**src/rtl/spi_rf_bridge_if.sv**
```systemverilog
`default_nettype none
`timescale 1ns/1ps
// +--------------------------------------------------------------------+
// | spi_rf_bridge_if : SPI pins and regfile port of spi_rf_bridge      |
// | Rev 1.0                                                            |
// +--------------------------------------------------------------------+
`ifndef RF_AWIDTH
`define RF_AWIDTH 4
`endif
`ifndef RF_WIDTH
`define RF_WIDTH 32
`endif
`ifndef RF_MASK
`define RF_MASK 4
`endif

interface spi_rf_bridge_if #(
  parameter int AWIDTH = `RF_AWIDTH,
  parameter int WIDTH  = `RF_WIDTH,
  parameter int MASK   = `RF_MASK
);
  logic              sclk;
  logic              cs_n;
  logic              mosi;
  logic              miso;
  logic [AWIDTH-1:0] addr;
  logic              we;
  logic [WIDTH-1:0]  wdata;
  logic [MASK-1:0]   wmask;
  logic [WIDTH-1:0]  rdata;

  // slave: the bridge; master: SPI host plus regfile
  modport slave (
    input  sclk, cs_n, mosi, rdata,
    output miso, addr, we, wdata, wmask
  );
  modport master (
    output sclk, cs_n, mosi, rdata,
    input  miso, addr, we, wdata, wmask
  );
endinterface

`default_nettype wire

```
**src/rtl/spi_rf_bridge.sv**
```systemverilog
`default_nettype none
`timescale 1ns/1ps
// +--------------------------------------------------------------------+
// | spi_rf_bridge : SPI mode-0 target translating frames into regfile  |
// |                 word reads and byte-masked writes                  |
// | Rev 1.0                                                            |
// +--------------------------------------------------------------------+
`ifndef RF_AWIDTH
`define RF_AWIDTH 4
`endif
`ifndef RF_WIDTH
`define RF_WIDTH 32
`endif
`ifndef RF_MASK
`define RF_MASK 4
`endif

module spi_rf_bridge #(
  parameter int AWIDTH = `RF_AWIDTH,
  parameter int WIDTH  = `RF_WIDTH,
  parameter int MASK   = `RF_MASK
) (
  input  wire logic        clk,
  input  wire logic        rst_n,
  spi_rf_bridge_if.slave   bus
);

  localparam int c_CNT_W = $clog2(WIDTH);
  localparam logic [c_CNT_W-1:0] c_CMD_LAST  = c_CNT_W'(7);
  localparam logic [c_CNT_W-1:0] c_ADDR_LAST = c_CNT_W'(15);
  localparam logic [c_CNT_W-1:0] c_WORD_LAST = c_CNT_W'(WIDTH-1);

  typedef enum logic [1:0] {
    S_IDLE = 2'd0,
    S_CMD  = 2'd1,
    S_ADDR = 2'd2,
    S_DATA = 2'd3
  } state_t;

  state_t             r_state;
  state_t             w_state_nxt;

  logic [1:0]         r_sclk_s;
  logic               r_sclk_d;
  logic [1:0]         r_cs_s;
  logic               r_cs_d;
  logic [1:0]         r_mosi_s;
  logic [1:0]         r_flush;

  logic [c_CNT_W-1:0] r_bit_cnt;
  logic [WIDTH-1:0]   r_shift;
  logic               r_wr;
  logic [MASK-1:0]    r_mask;
  logic [AWIDTH-1:0]  r_addr;
  logic               r_we;
  logic [WIDTH-1:0]   r_wdata;
  logic [MASK-1:0]    r_wmask;
  logic               r_word_done;
  logic               r_load;

  logic               w_sclk_rise;
  logic               w_sclk_fall;
  logic               w_cs_high;
  logic               w_cs_fall;
  logic [WIDTH-1:0]   w_shift_in;

  // Synchronizers and edge detectors
  always_ff @(posedge clk or negedge rst_n) begin
    if (!rst_n) begin
      r_sclk_s <= 2'b00;
      r_sclk_d <= 1'b0;
      r_cs_s   <= 2'b11;
      r_cs_d   <= 1'b0;
      r_mosi_s <= 2'b00;
      r_flush  <= 2'd0;
    end else begin
      r_sclk_s <= {r_sclk_s[0], bus.sclk};
      r_sclk_d <= r_sclk_s[1];
      r_cs_s   <= {r_cs_s[0], bus.cs_n};
      r_mosi_s <= {r_mosi_s[0], bus.mosi};
      if (r_flush != 2'd3) begin
        r_flush <= r_flush + 2'd1;
      end
      // Until the synchronizer holds real pin values, a held-low cs_n
      // must not look like a fresh falling edge.
      r_cs_d <= (r_flush == 2'd3) ? r_cs_s[1] : 1'b0;
    end
  end

  assign w_sclk_rise = r_sclk_s[1] & ~r_sclk_d;
  assign w_sclk_fall = ~r_sclk_s[1] & r_sclk_d;
  assign w_cs_high   = r_cs_s[1];
  assign w_cs_fall   = r_cs_d & ~r_cs_s[1];
  assign w_shift_in  = {r_shift[WIDTH-2:0], r_mosi_s[1]};

  always_ff @(posedge clk or negedge rst_n) begin
    if (!rst_n) begin
      r_state <= S_IDLE;
    end else begin
      r_state <= w_state_nxt;
    end
  end

  always_comb begin
    w_state_nxt = r_state;
    if (w_cs_high) begin
      w_state_nxt = S_IDLE;
    end else begin
      case (r_state)
        S_IDLE: if (w_cs_fall) w_state_nxt = S_CMD;
        S_CMD:  if (w_sclk_rise && r_bit_cnt == c_CMD_LAST) w_state_nxt = S_ADDR;
        S_ADDR: if (w_sclk_rise && r_bit_cnt == c_ADDR_LAST) w_state_nxt = S_DATA;
        default: w_state_nxt = r_state;
      endcase
    end
  end

  always_ff @(posedge clk or negedge rst_n) begin
    if (!rst_n) begin
      r_bit_cnt   <= '0;
      r_shift     <= '0;
      r_wr        <= 1'b0;
      r_mask      <= '0;
      r_addr      <= '0;
      r_we        <= 1'b0;
      r_wdata     <= '0;
      r_wmask     <= '0;
      r_word_done <= 1'b0;
      r_load      <= 1'b0;
    end else begin
      r_we        <= 1'b0;
      r_word_done <= 1'b0;
      r_load      <= 1'b0;

      if (r_state == S_IDLE || w_cs_high) begin
        r_bit_cnt <= '0;
      end else if (w_sclk_rise) begin
        if ((r_state == S_ADDR && r_bit_cnt == c_ADDR_LAST) ||
            (r_state == S_DATA && r_bit_cnt == c_WORD_LAST)) begin
          r_bit_cnt <= '0;
        end else begin
          r_bit_cnt <= r_bit_cnt + c_CNT_W'(1);
        end

        // Read data moves out on falling edges only
        if (!(r_state == S_DATA && !r_wr)) begin
          r_shift <= w_shift_in;
        end

        if (r_state == S_CMD && r_bit_cnt == c_CMD_LAST) begin
          r_wr   <= w_shift_in[7];
          r_mask <= w_shift_in[3 +: MASK];
        end

        if (r_state == S_ADDR && r_bit_cnt == c_ADDR_LAST) begin
          r_addr <= w_shift_in[AWIDTH-1:0];
          r_load <= ~r_wr;
        end

        if (r_state == S_DATA && r_bit_cnt == c_WORD_LAST) begin
          r_word_done <= 1'b1;
          if (r_wr) begin
            r_we    <= 1'b1;
            r_wdata <= w_shift_in;
            r_wmask <= r_mask;
          end
        end
      end else if (w_sclk_fall && r_state == S_DATA && !r_wr &&
                   r_bit_cnt != '0) begin
        // The fall right after a word boundary keeps the freshly loaded MSB
        r_shift <= {r_shift[WIDTH-2:0], 1'b0};
      end

      if (r_word_done) begin
        r_addr <= r_addr + AWIDTH'(1);
        r_load <= ~r_wr;
      end

      if (r_load) begin
        r_shift <= bus.rdata;
      end
    end
  end

  assign bus.addr  = r_addr;
  assign bus.we    = r_we;
  assign bus.wdata = r_wdata;
  assign bus.wmask = r_wmask;
  assign bus.miso  = (r_state == S_DATA && !r_wr) ? r_shift[WIDTH-1] : 1'b0;

endmodule

`default_nettype wire

```
**src/flat_wrapper.sv**
```systemverilog
// flat-port wrapper written by rule: the top's interface ports become plain ports
module spi_rf_bridge_flat 
#(
  parameter int AWIDTH = `RF_AWIDTH,
  parameter int WIDTH  = `RF_WIDTH,
  parameter int MASK   = `RF_MASK
)
  (clk, rst_n, bus_sclk, bus_cs_n, bus_mosi, bus_rdata, bus_miso, bus_addr, bus_we, bus_wdata, bus_wmask);
  spi_rf_bridge_if #(.AWIDTH(AWIDTH), .WIDTH(WIDTH), .MASK(MASK)) bus_i ();
  input  wire logic clk;
  input  wire logic rst_n;
  input wire logic [$bits(bus_i.sclk)-1:0] bus_sclk;
  input wire logic [$bits(bus_i.cs_n)-1:0] bus_cs_n;
  input wire logic [$bits(bus_i.mosi)-1:0] bus_mosi;
  input wire logic [$bits(bus_i.rdata)-1:0] bus_rdata;
  output wire logic [$bits(bus_i.miso)-1:0] bus_miso;
  output wire logic [$bits(bus_i.addr)-1:0] bus_addr;
  output wire logic [$bits(bus_i.we)-1:0] bus_we;
  output wire logic [$bits(bus_i.wdata)-1:0] bus_wdata;
  output wire logic [$bits(bus_i.wmask)-1:0] bus_wmask;
  assign bus_i.sclk = bus_sclk;
  assign bus_i.cs_n = bus_cs_n;
  assign bus_i.mosi = bus_mosi;
  assign bus_i.rdata = bus_rdata;
  assign bus_miso = bus_i.miso;
  assign bus_addr = bus_i.addr;
  assign bus_we = bus_i.we;
  assign bus_wdata = bus_i.wdata;
  assign bus_wmask = bus_i.wmask;
  spi_rf_bridge #(.AWIDTH(AWIDTH), .WIDTH(WIDTH), .MASK(MASK)) u_core (.clk(clk), .rst_n(rst_n), .bus(bus_i));
endmodule
```
**config.mk**
```make
export PLATFORM = sky130hd
export DESIGN_NAME = spi_rf_bridge_flat
export DESIGN_NICKNAME = d
export VERILOG_FILES = /design/src/rtl/spi_rf_bridge_if.sv /design/src/rtl/spi_rf_bridge.sv /design/src/flat_wrapper.sv
export SDC_FILE = /design/constraint.sdc
export NUM_CORES = 1
export LEC_CHECK = 0
export ABC_AREA = 1
export CAP_MARGIN = 20
export CELL_PAD_IN_SITES_DETAIL_PLACEMENT = 2
export CELL_PAD_IN_SITES_GLOBAL_PLACEMENT = 2
export CORE_ASPECT_RATIO = 0.6
export CORE_MARGIN = 2
export CORE_UTILIZATION = 34
export DETAILED_ROUTE_END_ITERATION = 8
export DONT_BUFFER_PORTS = 1
export PLACE_DENSITY_LB_ADDON = 0.1
export SYNTH_ARGS = -nofsm -noshare
export SYNTH_HDL_FRONTEND = slang
export SYNTH_SLANG_ARGS = --single-unit
export TNS_END_PERCENT = 100
```
**constraint.sdc**
```tcl
create_clock -name clk -period 1.7 [get_ports clk]
set_clock_uncertainty 0.2 [all_clocks]
set_input_delay 0.085 -clock clk [delete_from_list [all_inputs] [get_ports clk]]
set_output_delay 0.085 -clock clk [all_outputs]
set_load 0.02 [all_outputs]
```
==> results.json <==
{
  "status": "finished with violations",
  "violations": "hold timing, setup timing",
  "drv_slew": 0,
  "r2r_slack_ns": -0.31,
  "track_usage_pct": 21.3,
  "start_util_pct": 34.9,
  "fillers": 1249,
  "worst_slack_ns": -0.305,
  "crit_arrival_ns": 2.06,
  "cts_tree": "built",
  "synth_area_leaders": "dfrtp_1 56%, nand2_1 12%, o21ai_0 7.8%",
  "synth_top_area_share_pct": 56.2,
  "setup_viol": 87,
  "ys_seq_area_share_pct": 57.5,
  "dieArea_sq_um": 13400,
  "dpl.hpwl_um": 7790,
  "antenna_left": 0,
  "route.detailed.drc": 0,
  "power.share.switching_pct": 31.1,
  "grt_pass1_wl_um": 22000,
  "fmax_mhz": 499,
  "drt-total-wl_um": 15200,
  "fin_hold_ws_ns": -0.772,
  "synth_cell_type_count": 29,
  "max_slew_margin_pct": 75.9,
  "rr_endpoint": "u_core.r_shift[30]",
  "worstPathRequired_ns": 1.75,
  "ys_ff_latch": 97,
  "yosys.area.top_type": "dfrtp_1",
  "endpoint_kind": "register",
  "tightest_slew_ns": 0.357,
  "irDropWorstVdd_v": 0.000593,
  "place_ws_ns": -0.258,
  "drive_gt1_share_pct": 32.3,
  "rows": 31,
  "p_sw_mw": 2.21,
  "syn_to_final_growth_pct": 45.7,
  "syn_area_per_cell_sq_um": 8.96,
  "grt_max_degree": 98,
  "power_density_nw_per_um2": 1150,
  "multi_input_area_sq_um": 1930,
  "firstDrtPassIters": 4,
  "htree_levels": 3,
  "ctsHoldBuffers": 35,
  "clk_pin_slew_worst_paths_ns": 0.07,
  "syn_area_sq_um": 4230,
  "cts-buffers-inserted": 9,
  "wl_per_cell_um": 20.9,
  "synth_warnings": 0,
  "die_h_um": 90.4,
  "clk_path_buf_depth": 2,
  "regToRegStartpoint": "u_core.r_bit_cnt[1]",
  "worst_skew_pair.late_latency_ns": 0.35,
  "p_comb_share_pct": 26.6,
  "p_leak_nw": 2.74,
  "path_max_fanout": 5,
  "synth_edf_count": 0,
  "syn_nets": 520,
  "hp-class": "input pin to async pin",
  "vias": 3611,
  "yosysMostFrequentCell": "nand2_1",
  "rsz0062_at_grt": "yes",
  "clkSinkCount": 97,
  "post_drt_via_cell_ratio": 4.98,
  "port_buffers": 0,
  "startpoint_type": "register",
  "antenna_found_initial": 0,
  "synth_async_sr_flop_share_pct": 100,
  "place_congestion": 0.764,
  "p_clk_share_pct": 33.7,
  "synthCells": 472,
  "finalHoldViolations": 97,
  "core_sq_um": 12100,
  "synth_top_flop_cell": "dfrtp_1",
  "criticalPathCategory": "register to register",
  "fin_nets": 603,
  "io_pins": 79,
  "synthTopCellsByCount": "137 x nand2_1, 95 x dfrtp_1, 66 x o21ai_0",
  "die_w_um": 148,
  "grt_pass1_vias": 3985,
  "diodes": 0,
  "cts-root-buf": "clkbuf_16",
  "max_cap_violations": 0,
  "drt_iter0_markers": 107,
  "grt_overflow_total": 0,
  "timing.final.crit_share_pct": 118,
  "period_needed_ns": 2.01,
  "seqPwrFrac_pct": 39.7,
  "seq_area_sq_um": 2430,
  "reg2reg_depth": 10,
  "power.internal_mw": 4.88
}
## registers in the layout, summed over array words and instances, names as in the netlist
| register | cells |
|---|---|
| u_core.bus.wdata | 32 |
| u_core.r_shift | 32 |
| u_core.r_bit_cnt | 5 |
| u_core.bus.addr | 4 |
| u_core.bus.wmask | 4 |
| u_core.r_mask | 4 |
| u_core.r_cs_s | 2 |
| u_core.r_flush | 2 |
| u_core.r_mosi_s | 2 |
| u_core.r_sclk_s | 2 |
| u_core.r_state | 2 |
| u_core.bus.we | 1 |
| u_core.r_cs_d | 1 |
| u_core.r_load | 1 |
| u_core.r_sclk_d | 1 |
| u_core.r_word_done | 1 |
| u_core.r_wr | 1 |
## timing repair
| action | in CTS | in global routing |
|---|---|---|
| endpoints found under the hold margin | 132 | 97 |
| gates cloned | 4 | 3 |
| gates resized for setup | 86 | 77 |
| buffers inserted | 10 | 13 |
| setup endpoints to repair | 87 | 87 |
| pin swaps | 9 | 21 |
## worst max-delay path, cell delays in order (launching register included)
cell and delay (ns):
dfrtp_1 0.43, buf_4 0.16, buf_6 0.12, inv_4 0.06
ha_4 0.12, nand3_2 0.08, nand3_2 0.12, nand3_4 0.11
buf_12 0.17, buf_6 0.13, o21ai_1 0.21
## final cells by class
| type | count | area share [%] |
|---|---|---|
| Clock inverter | 6 | 1.85 |
| Sequential cell | 97 | 39.5 |
| Clock buffer | 10 | 3.72 |
| Tap cell | 165 | 3.35 |
| Timing Repair Buffer | 91 | 16.8 |
| Multi-Input combinational cell | 301 | 31.4 |
| Inverter | 55 | 3.47 |
## how the worst max path moves through the flow
stage,slack (ns),endpoint,cells past startpoint,startpoint
2_1_floorplan,-0.11,u_core.bus.wmask[0],11,u_core.r_bit_cnt[0]
3_3_place_gp,-0.23,u_core.bus.addr[0],10,u_core.r_bit_cnt[1]
3_5_place_dp,-0.26,u_core.bus.addr[0],10,u_core.r_bit_cnt[1]
4_1_cts,-0.23,u_core.bus.wdata[8],10,u_core.r_bit_cnt[1]
5_1_grt,-0.40,u_core.bus.wdata[22],10,u_core.r_bit_cnt[1]
6_report,-0.31,u_core.r_shift[30],10,u_core.r_bit_cnt[1]
## cell usage in the layout (no fill, tap or decap), drive strengths merged
| cell type | Yosys | layout |
|---|---|---|
| a21oi | 1 | 1 |
| xor2 | 1 | 1 |
| nand3 | 15 | 15 |
| mux2 | 1 | 1 |
| nand4 | 3 | 4 |
| bufinv | 0 | 3 |
| dfrtp | 95 | 95 |
| dfstp | 2 | 2 |
| o31ai | 2 | 2 |
| buf | 13 | 55 |
| dlygate4sd3 | 0 | 35 |
| clkbuf | 7 | 11 |
| nand2 | 140 | 140 |
| o21ai | 104 | 104 |
| o22ai | 1 | 1 |
| o211ai | 3 | 3 |
| clkinvlp | 0 | 2 |
| xnor2 | 2 | 2 |
| nor2 | 16 | 16 |
| ha | 11 | 11 |
| inv | 55 | 56 |
## per-stage QoR
step / util [%] / area (sq um) / setup TNS, ns / cells / power, mW
detailed placement: 38.3 / 4630 / -13.12 / 646 / 4.00
finish: 50.9 / 6160 / -19.89 / 725 / 7.09
floorplan: - / 4280 / -1.89 / 472 / 3.59
global placement: 38.3 / 4630 / -8.95 / 646 / 3.94
CTS: 48.0 / 5810 / -10.59 / 711 / 6.78
global route: 50.9 / 6160 / -25.66 / 725 / 7.44
## kinds of logic after synthesis
| kind of cell | synth area share, % |
|---|---|
| compound gates | 14.0 |
| xor+xnor | 0.621 |
| fa+ha+maj | 3.25 |
| buf+inv | 7.49 |
| flops | 57.5 |
| mux | 0.266 |
| simple gates | 16.9 |
## power groups by stage
stage / clock, mW / sequential, mW / combinational [mW]
detailed placement: 0 / 2.82 / 1.18
global route: 2.51 / 2.85 / 2.09
global placement: 0 / 2.80 / 1.13
CTS: 2.41 / 2.78 / 1.58
finish: 2.39 / 2.81 / 1.89
floorplan: 0 / 2.80 / 0.785
## per-layer routing
metal	wire (um)	track usage, %
met4	231	4.52
met3	545	4.95
met1	6670	27.7
met2	7730	36.3
met5	0	0
Note: power is estimated with default switching activity, not from simulation.
